===== config.mk =====
export PLATFORM = sky130hd
export DESIGN_NAME = sm3_msg_padder
export DESIGN_NICKNAME = d
export VERILOG_FILES = /design/src/rtl/sm3_pkg.sv /design/src/rtl/sm3_pad_last_word.sv /design/src/rtl/sm3_msg_padder.sv
export SDC_FILE = /design/constraint.sdc
export NUM_CORES = 1
export LEC_CHECK = 0
export CAP_MARGIN = 10
export CORE_MARGIN = 4
export CORE_UTILIZATION = 45
export CTS_BUF_LIST = sky130_fd_sc_hd__clkbuf_8
export CTS_CLUSTER_SIZE = 20
export DETAILED_ROUTE_END_ITERATION = 8
export PLACE_DENSITY = 0.74
export SLEW_MARGIN = 20
export SYNTH_ARGS = -nofsm -noshare
export SYNTH_HDL_FRONTEND = slang
export SYNTH_SLANG_ARGS = --single-unit

===== constraint.sdc =====
create_clock -name clk -period 2.46 [get_ports clk]
set_clock_uncertainty 0.2 [all_clocks]
set_input_delay 0.492 -clock clk [delete_from_list [all_inputs] [get_ports clk]]
set_output_delay 0.492 -clock clk [all_outputs]
set_load 0.005 [all_outputs]

===== src/rtl/sm3_pkg.sv =====
// Shared configuration and state encoding for the SM3 message padder.
package sm3_pkg;

   localparam int unsigned INPT_DW      = 32;
   localparam int unsigned INPT_BYTE_DW = INPT_DW / 8;
   localparam int unsigned BLK_WORDS    = 512 / INPT_DW;
   localparam int unsigned IDX_W        = $clog2(BLK_WORDS);
   localparam int unsigned NB_W         = $clog2(INPT_BYTE_DW) + 1;

   // The 64-bit length occupies the tail of every final block.
   localparam logic [IDX_W-1:0] LEN_IDX_FIRST = IDX_W'(BLK_WORDS - 64 / INPT_DW);
   localparam logic [IDX_W-1:0] LEN_IDX_LAST  = IDX_W'(BLK_WORDS - 1);

   typedef enum logic [1:0] {IDLE_MSG, PAD80, ZERO, LEN} pad_state_e;

endpackage


===== src/rtl/sm3_pad_last_word.sv =====
// Merges the final message word with the 0x80 marker and zero fill; reports valid-byte count.
module sm3_pad_last_word
   import sm3_pkg::*;
(
   input  logic [INPT_DW-1:0]      d_i,
   input  logic [INPT_BYTE_DW-1:0] mask_i,
   output logic [INPT_DW-1:0]      word_o,
   output logic [NB_W-1:0]         nbytes_o
);

   always_comb begin
      nbytes_o = '0;
      for (int i = 0; i < INPT_BYTE_DW; i++) begin
         nbytes_o = nbytes_o + NB_W'(mask_i[i]);
      end
   end

   // Lanes are treated as a contiguous run from byte 0 of length popcount(mask).
   always_comb begin
      word_o = '0;
      for (int i = 0; i < INPT_BYTE_DW; i++) begin
         if (NB_W'(i) < nbytes_o) begin
            word_o[INPT_DW-1-8*i -: 8] = d_i[INPT_DW-1-8*i -: 8];
         end else if (NB_W'(i) == nbytes_o) begin
            word_o[INPT_DW-1-8*i -: 8] = 8'h80;
         end
      end
   end

endmodule


===== src/rtl/sm3_msg_padder.sv =====
// SM3 padding front end: message words, 0x80, zero fill, 64-bit big-endian bit length.
module sm3_msg_padder
   import sm3_pkg::*;
(
   input  logic                    clk,
   input  logic                    rst_n,
   input  logic [INPT_DW-1:0]      msg_inpt_d_i,
   input  logic [INPT_BYTE_DW-1:0] msg_inpt_vld_byte_i,
   input  logic                    msg_inpt_vld_i,
   input  logic                    msg_inpt_lst_i,
   input  logic                    pad_otpt_ena_i,
   output logic                    msg_inpt_rdy_o,
   output logic [INPT_DW-1:0]      pad_otpt_d_o,
   output logic                    pad_otpt_lst_o,
   output logic                    pad_otpt_vld_o
);

   pad_state_e         state_q, state_d;
   logic [IDX_W-1:0]   idx_q, idx_d, idx_inc;
   logic [60:0]        cnt_q, cnt_d;
   logic [INPT_DW-1:0] out_d_q, out_d_d;
   logic               out_vld_q, out_vld_d;
   logic               out_lst_q, out_lst_d;
   logic               init_q;
   logic               load, in_fire;
   logic [INPT_DW-1:0] last_word;
   logic [NB_W-1:0]    last_nb;
   logic [63:0]        bit_len, len_sh;
   pad_state_e         next_fill;

   sm3_pad_last_word u_last_word (
      .d_i      (msg_inpt_d_i),
      .mask_i   (msg_inpt_vld_byte_i),
      .word_o   (last_word),
      .nbytes_o (last_nb)
   );

   assign load           = !out_vld_q || pad_otpt_ena_i;
   // init_q keeps ready low while reset is asserted.
   assign msg_inpt_rdy_o = init_q && (state_q == IDLE_MSG) && load;
   assign in_fire        = msg_inpt_vld_i && msg_inpt_rdy_o;
   assign idx_inc        = idx_q + 1'b1;
   assign bit_len        = {cnt_q, 3'b000};
   assign len_sh         = (idx_q == LEN_IDX_LAST) ? bit_len : (bit_len >> 32);
   assign next_fill      = (idx_inc == LEN_IDX_FIRST) ? LEN : ZERO;

   always_comb begin
      state_d   = state_q;
      idx_d     = idx_q;
      cnt_d     = cnt_q;
      out_d_d   = out_d_q;
      out_vld_d = out_vld_q;
      out_lst_d = out_lst_q;
      if (load) begin
         out_d_d   = '0;
         out_vld_d = 1'b0;
         out_lst_d = 1'b0;
         unique case (state_q)
            IDLE_MSG: begin
               if (in_fire) begin
                  out_vld_d = 1'b1;
                  idx_d     = idx_inc;
                  cnt_d     = cnt_q + 61'(last_nb);
                  if (msg_inpt_lst_i) begin
                     out_d_d = last_word;
                     state_d = (last_nb == NB_W'(INPT_BYTE_DW)) ? PAD80 : next_fill;
                  end else begin
                     out_d_d = msg_inpt_d_i;
                  end
               end
            end
            PAD80: begin
               out_vld_d = 1'b1;
               out_d_d   = {8'h80, {(INPT_DW-8){1'b0}}};
               idx_d     = idx_inc;
               state_d   = next_fill;
            end
            ZERO: begin
               out_vld_d = 1'b1;
               idx_d     = idx_inc;
               state_d   = next_fill;
            end
            LEN: begin
               out_vld_d = 1'b1;
               out_d_d   = len_sh[INPT_DW-1:0];
               if (idx_q == LEN_IDX_LAST) begin
                  out_lst_d = 1'b1;
                  state_d   = IDLE_MSG;
                  idx_d     = '0;
                  cnt_d     = '0;
               end else begin
                  idx_d = idx_inc;
               end
            end
            default: state_d = IDLE_MSG;
         endcase
      end
   end

   always_ff @(posedge clk or negedge rst_n) begin
      if (!rst_n) begin
         state_q   <= IDLE_MSG;
         idx_q     <= '0;
         cnt_q     <= '0;
         out_d_q   <= '0;
         out_vld_q <= 1'b0;
         out_lst_q <= 1'b0;
         init_q    <= 1'b0;
      end else begin
         state_q   <= state_d;
         idx_q     <= idx_d;
         cnt_q     <= cnt_d;
         out_d_q   <= out_d_d;
         out_vld_q <= out_vld_d;
         out_lst_q <= out_lst_d;
         init_q    <= 1'b1;
      end
   end

   assign pad_otpt_d_o   = out_d_q;
   assign pad_otpt_vld_o = out_vld_q;
   assign pad_otpt_lst_o = out_lst_q;

endmodule


* After elaboration in Yosys (flattened, before gate mapping) *
Index checks and enable logic that the tools add are counted.

word-level totals
  bits in registers = 102
  latch bits = 0
  RAM bits = 0
  ROM bits = 0
  input port bits = 41
  output and inout bits = 35
  logic and storage cells = 69
  memories = 0

operators by class
  add/sub/neg operators = 5
  multiply operators = 0
  div/mod/pow operators = 0
  magnitude comparators = 4
  equal/unequal tests = 12
  shift-type cells = 0
  multiplexer cells = 28
  bitwise logic cells = 0
  reduce and logical (&&, ||, !) cells = 13

operators with widths
  operator                                                                     count
  61-bit two-way mux                                                           2
  61-bit case mux with 2 select lines                                          1
  32-bit two-way mux                                                           3
  32-bit case mux with 3 select lines                                          1
  8-bit two-way mux                                                            8
  61-bit by 3-bit adder with 61-bit output                                     1
  4-bit case mux with 3 select lines                                           1
  4-bit equality test, second input constant                                   2
  2-bit two-way mux                                                            4
  4-bit two-way mux                                                            2
  4-bit AND reduction                                                          2
  3-bit by 1-bit adder with 3-bit output                                       2
  2-bit by 3-bit equality test with 1-bit output, first input constant         2
  1-bit by 3-bit less-than comparator with 1-bit output, first input constant  2
  2-bit by 3-bit less-than comparator with 1-bit output, first input constant  2
  2-bit != test, second input constant                                         3
  2-bit case mux with 3 select lines                                           1
  4-bit by 1-bit adder with 4-bit output, second input constant                1
  2-bit equality test, second input constant                                   2
  1-bit two-way mux                                                            4
  1-bit by 3-bit equality test with 1-bit output, first input constant         1
  3-bit equality test, second input constant                                   1
  1-bit logical AND                                                            3
  3-bit zero test                                                              1
  10 further kinds                                                             10

* Logic depth before layout (Yosys ltp) *
  word-level depth = 9
  gate-level depth with buffers = 12

* Modules after synthesis *
A second synthesis with hierarchy kept.

second synthesis, totals
  cells, all modules = 695
  area total of the unflattened synthesis = 6,115.9 um^2

by module, submodules not included
  module             instances  cells each  area an instance (um^2)  seq. area each (um^2)
  sm3_msg_padder     1          644         5,761.8                  2,552.4
  sm3_pad_last_word  1          51          354.1                    0.0

* Least setup slack after synthesis *
Ideal clock, no wire load.

  path kind = input to register
  start = input port msg_inpt_vld_byte_i[0]
  end = register cnt_q[49]
  setup time = 0.078 ns
  arrival time = 3.034 ns
  required time = 2.182 ns
  setup slack = -0.852 ns
  cell stages on the path = 12
  path buffers = 1
  path through = ha_1 -> inv_1 -> fa_1 -> inv_1 -> ha_1 -> ha_1 -> nand3_1 -> a2111oi_0 -> nand4_1 -> buf_2 -> or3_1 -> a21oi_1

between the ends
  longest elaborated chain between the ends = 6

ends and longest elaborated chain
  item                                                 RTL line                 text
  start: declaration                                   sm3_msg_padder.sv:8      input logic [INPT_BYTE_DW-1:0] msg_inpt_vld_byte_i,
  1-bit by 1-bit adder with 2-bit output               sm3_pad_last_word.sv:14  nbytes_o = nbytes_o + NB_W'(mask_i[i]);
  3-bit by 1-bit adder with 3-bit output (2 in a row)  sm3_pad_last_word.sv:14
  61-bit by 3-bit adder with 61-bit output             sm3_msg_padder.sv:63     cnt_d = cnt_q + 61'(last_nb);
  61-bit two-way mux                                   sm3_msg_padder.sv:60     if (in_fire) begin
  61-bit case mux with 2 select lines                  sm3_msg_padder.sv:58     unique case (state_q)
  end signal: assignment                               sm3_msg_padder.sv:112    cnt_q <= cnt_d;
  end: declaration                                     sm3_msg_padder.sv:20     logic [60:0] cnt_q, cnt_d;

Every way passes these cells. The select of a mux whose other input is x is not followed.
A chain may end at the register's enable or synchronous reset.

* Worst setup path in the final report *
  start = input port msg_inpt_vld_byte_i[0]
  end = register cnt_q[53]

The elaborated chain is that of the path after synthesis.

==> impl_metrics.ini <==
[final_layout]
nNetsFinal = 834
fill_cells = 904
design_area_sq_um = 8079
area_growth_pct = 44.97
drive_gt1_share_pct = 28.64
antenna_cells = 0
fin_cells = 950

[cts]
cts_root_buf = clkbuf_8
clk_pin_slew_ps = 100
clk_path_buf_depth = 2
clock_latency_ps = 400
cts_inserted_buffers = 9
cts_sinks = 102
htree_levels = 3
tritoncts = built

[synth]
synth_ff_type = dfrtp_1
syn_avg_cell_area_sq_um = 9.350
yosys_warnings = 0
synth_area_sq_um = 5573
synth_seq_cells = 102
seq_area_frac_synth_pct = 45.80
synth_cell_types = 53
yosys.area_share.adder_pct = 3.862
synth_compound_area_share_pct = 19.53
postSynthCellCount = 596
synth_xor_area_share_pct = 3.615
synth_top_family_by_area = simple AND/OR/NAND/NOR gates
synth-async-reset-ratio_pct = 100.0
yosys.area_share.simple_pct = 22.63
synth-edff-count = 0
synth_mux_area_share_pct = 0.5837
syn-num-nets = 653

[floorplanning]
fp.dieArea_sq_um = 14230
die_h_um = 119.3
ios = 76
rows = 40
die_w_um = 119.3
core_sq_um = 12060
start_util_pct = 46.20

[run]
max-cap-violations = 0

[power_and_ir_drop]
p_leak_nw = 3.342
p_per_area_nw_per_um2 = 629.0
irDropWorstVdd_v = 0.0002922

[sta]
worst_pin_slew_ps = 548.7
period_share_pct = 120.8
setup_viol = 67
post-route-min-period_ps = 2972
max_freq_mhz = 336.5
slew_violations = 0
fin_ws_ps = -512.1
hold_violations = 0
slew_headroom_pct = 63.08
rsz0062_at_grt = true

[route]
dr.pass1.iters = 9
avgRoutedWirePerCell_um = 19.05
route.detailed.drc = 0
routed_wl_um = 18100
drt_iter0_drc = 585
ant_nets = 0
via_count = 5701
avgViaCountPerCell = 6.001

[place]
pre_cts_slack_ps = -1472
dp_hpwl_um = 12430
dp_cells = 898
numPortBuffers = 75
gp_congestion = 0.8948
placed_cell_area_sq_um = 7216

[setup_path]
cp_data_required_time_ps = 2580
ff2ff_setup_slack_ps = -210
cp-start-kind = primary input
crit_arrival_ps = 3090
worstPathCellList = buf_6 > ha_4 > inv_2 > fa_2 > inv_2 > ha_4 > ha_4 > nand3_4 > a2111oi_4 > nand4_1 > buf_6 > or4_4 > a21oi_2
end_kind = flop
cp_top_family = adder cells
crit_path_top_delay_cell = or4_4
crit_fanout = 5
critPathKind = primary input to flop
path_buf_inv = 4
cpMostUsedCell = ha_4
critPathMaxStageDelay_ps = 480

[global_routing]
grt_pass1_wl_um = 28950
grt_usage_pct = 25.26
overflow = 0
grt_max_degree = 103
antenna_found_initial = 1
grt_pass1_vias = 5742

[run_status]
status = finished with violations
violations = setup timing

[min_path]
hp-class = flop to flop
-- cells by family after synthesis --
logic type                 Yosys count
DFF                                102
and+or+nand+nor                    231
xor gates and xnor gates            23
buffers and inverters               55
other                                1
muxes                                3
adders and majority gates           16
AOI/OAI and AO/OA                  165
-- through the flow --
| stage | setup TNS, ps | utilization, % | total power, mW | hold slack [ps] |
|---|---|---|---|---|
| 6_report | -21640 | 66.98 | 5.082 | 283.3 |
| 3_3_place_gp | -85770 | 59.82 | 3.612 | 262.3 |
| 4_1_cts | -20040 | 65.61 | 4.913 | 292.0 |
| 2_1_floorplan | -27700 | - | 2.815 | -3.591 |
| 5_1_grt | -27030 | 66.98 | 5.322 | 308.9 |
| 3_5_place_dp | -92340 | 59.82 | 3.688 | 269.7 |
-- tightest hold or removal path, delay by kind of cell, from the launching register on --
| kind | cells | cell delay (ps) |
|---|---|---|
| DFF | 1 | 350 |
| AOI/OAI and AO/OA | 1 | 60 |
| and+or+nand+nor | 1 | 50 |
-- synth_stat cells, types with 2 or more instances --
cell type | instances | area share [%]
a21oi_1 | 41 | 3.7
nand3_1 | 27 | 2.4
a222oi_1 | 26 | 4.7
a22o_1 | 2 | 0.31
or3_1 | 31 | 3.5
nor3_1 | 5 | 0.45
and2_1 | 2 | 0.22
and3_1 | 5 | 0.56
inv_1 | 26 | 1.8
or4_1 | 7 | 0.94
nor4_4 | 2 | 0.76
or2_2 | 2 | 0.22
a2111oi_4 | 2 | 0.99
xnor2_1 | 7 | 1.1
ha_1 | 14 | 3.1
a221oi_1 | 2 | 0.31
nand4_4 | 2 | 0.76
xor2_1 | 16 | 2.5
buf_1 | 5 | 0.34
nor2b_1 | 6 | 0.67
nand4_1 | 24 | 2.7
buf_2 | 3 | 0.27
dfrtp_1 | 102 | 46
o21a_1 | 2 | 0.27
nand2b_1 | 3 | 0.34
clkbuf_1 | 20 | 1.3
nor4_1 | 5 | 0.56
nand4b_1 | 2 | 0.31
nor4_2 | 2 | 0.45
fa_1 | 2 | 0.72
o21ai_0 | 67 | 6.0
a31o_2 | 2 | 0.31
nor2_1 | 40 | 2.7
nand3_2 | 2 | 0.36
nand2_1 | 60 | 4.0
a22oi_1 | 5 | 0.67
a21o_1 | 3 | 0.40
o31ai_1 | 6 | 0.81
mux2_2 | 2 | 0.40
-- flip-flops by register name, indices dropped and copies added, names as in the netlist --
register / count
pad_otpt_vld_o: 1
cnt_q: 61
idx_q: 4
pad_otpt_lst_o: 1
pad_otpt_d_o: 32
state_q: 2
init_q: 1
-- layout by cell type (no fill, tap or decap), drive strengths merged, types with 3 or more instances in the layout --
cell             n
a21o             3
nand4           27
nor2            40
and3             5
or4              7
dfrtp          102
nand2           60
clkinv           4
a222oi          26
clkdlybuf4s50   69
o31ai            6
a22oi            5
nor4             9
or3             31
a21oi           41
nand3           29
xor2            16
buf            126
or2              3
nand2b           3
nor2b            6
clkbuf          10
o21ai           67
ha              14
nor3             5
xnor2            7
inv             28
a2111oi          3
-- final cells by class --
cell class	count	area (sq um)	share of cell area (%)
clock buffer	9	123.9	1.533
clock inverter	7	56.30	0.6969
inverter	26	97.59	1.208
multi-input combinational	439	3212	39.76
sequential	102	2552	31.59
tap	168	210.2	2.602
timing repair buffer	199	1827	22.61
-- repair_timing --
item	4_1_cts	5_1_grt
hold buffers	1	0
endpoints found under the hold margin	71	0
pin swaps	83	35
resized for setup	95	48
setup buffers	29	8
setup endpoints to repair	93	90
gates cloned	1	0
-- path summary, 6_finish.rpt --
check | from | end | depth (start not counted)
min in group asynchronous | rst_n | pad_otpt_d_o[9] | 3
worst max-delay path | msg_inpt_vld_byte_i[0] | cnt_q[53] | 13
worst max register to register | state_q[0] | cnt_q[40] | 10
worst min register to register | pad_otpt_d_o[6] | pad_otpt_d_o[6] | 2
worst min-delay path | pad_otpt_d_o[6] | pad_otpt_d_o[6] | 2
max in group asynchronous | rst_n | cnt_q[55] | 3
-- power by group --
part | total, mW | switching, mW | internal [mW]
registers | 1.95 | 0.135 | 1.81
clock network | 1.03 | 0.649 | 0.379
logic | 2.10 | 1.05 | 1.06
total | 5.08 | 1.83 | 3.25
-- layer usage --
layer	routed length, um	vias up	GRT usage [%]
met4	525	2	12.02
met3	1220	49	4.701
met2	9067	268	41.96
met5	12	-	0
met1	7270	2802	31.72
li1	-	2580	-
(Power assumes the default switching activity.)
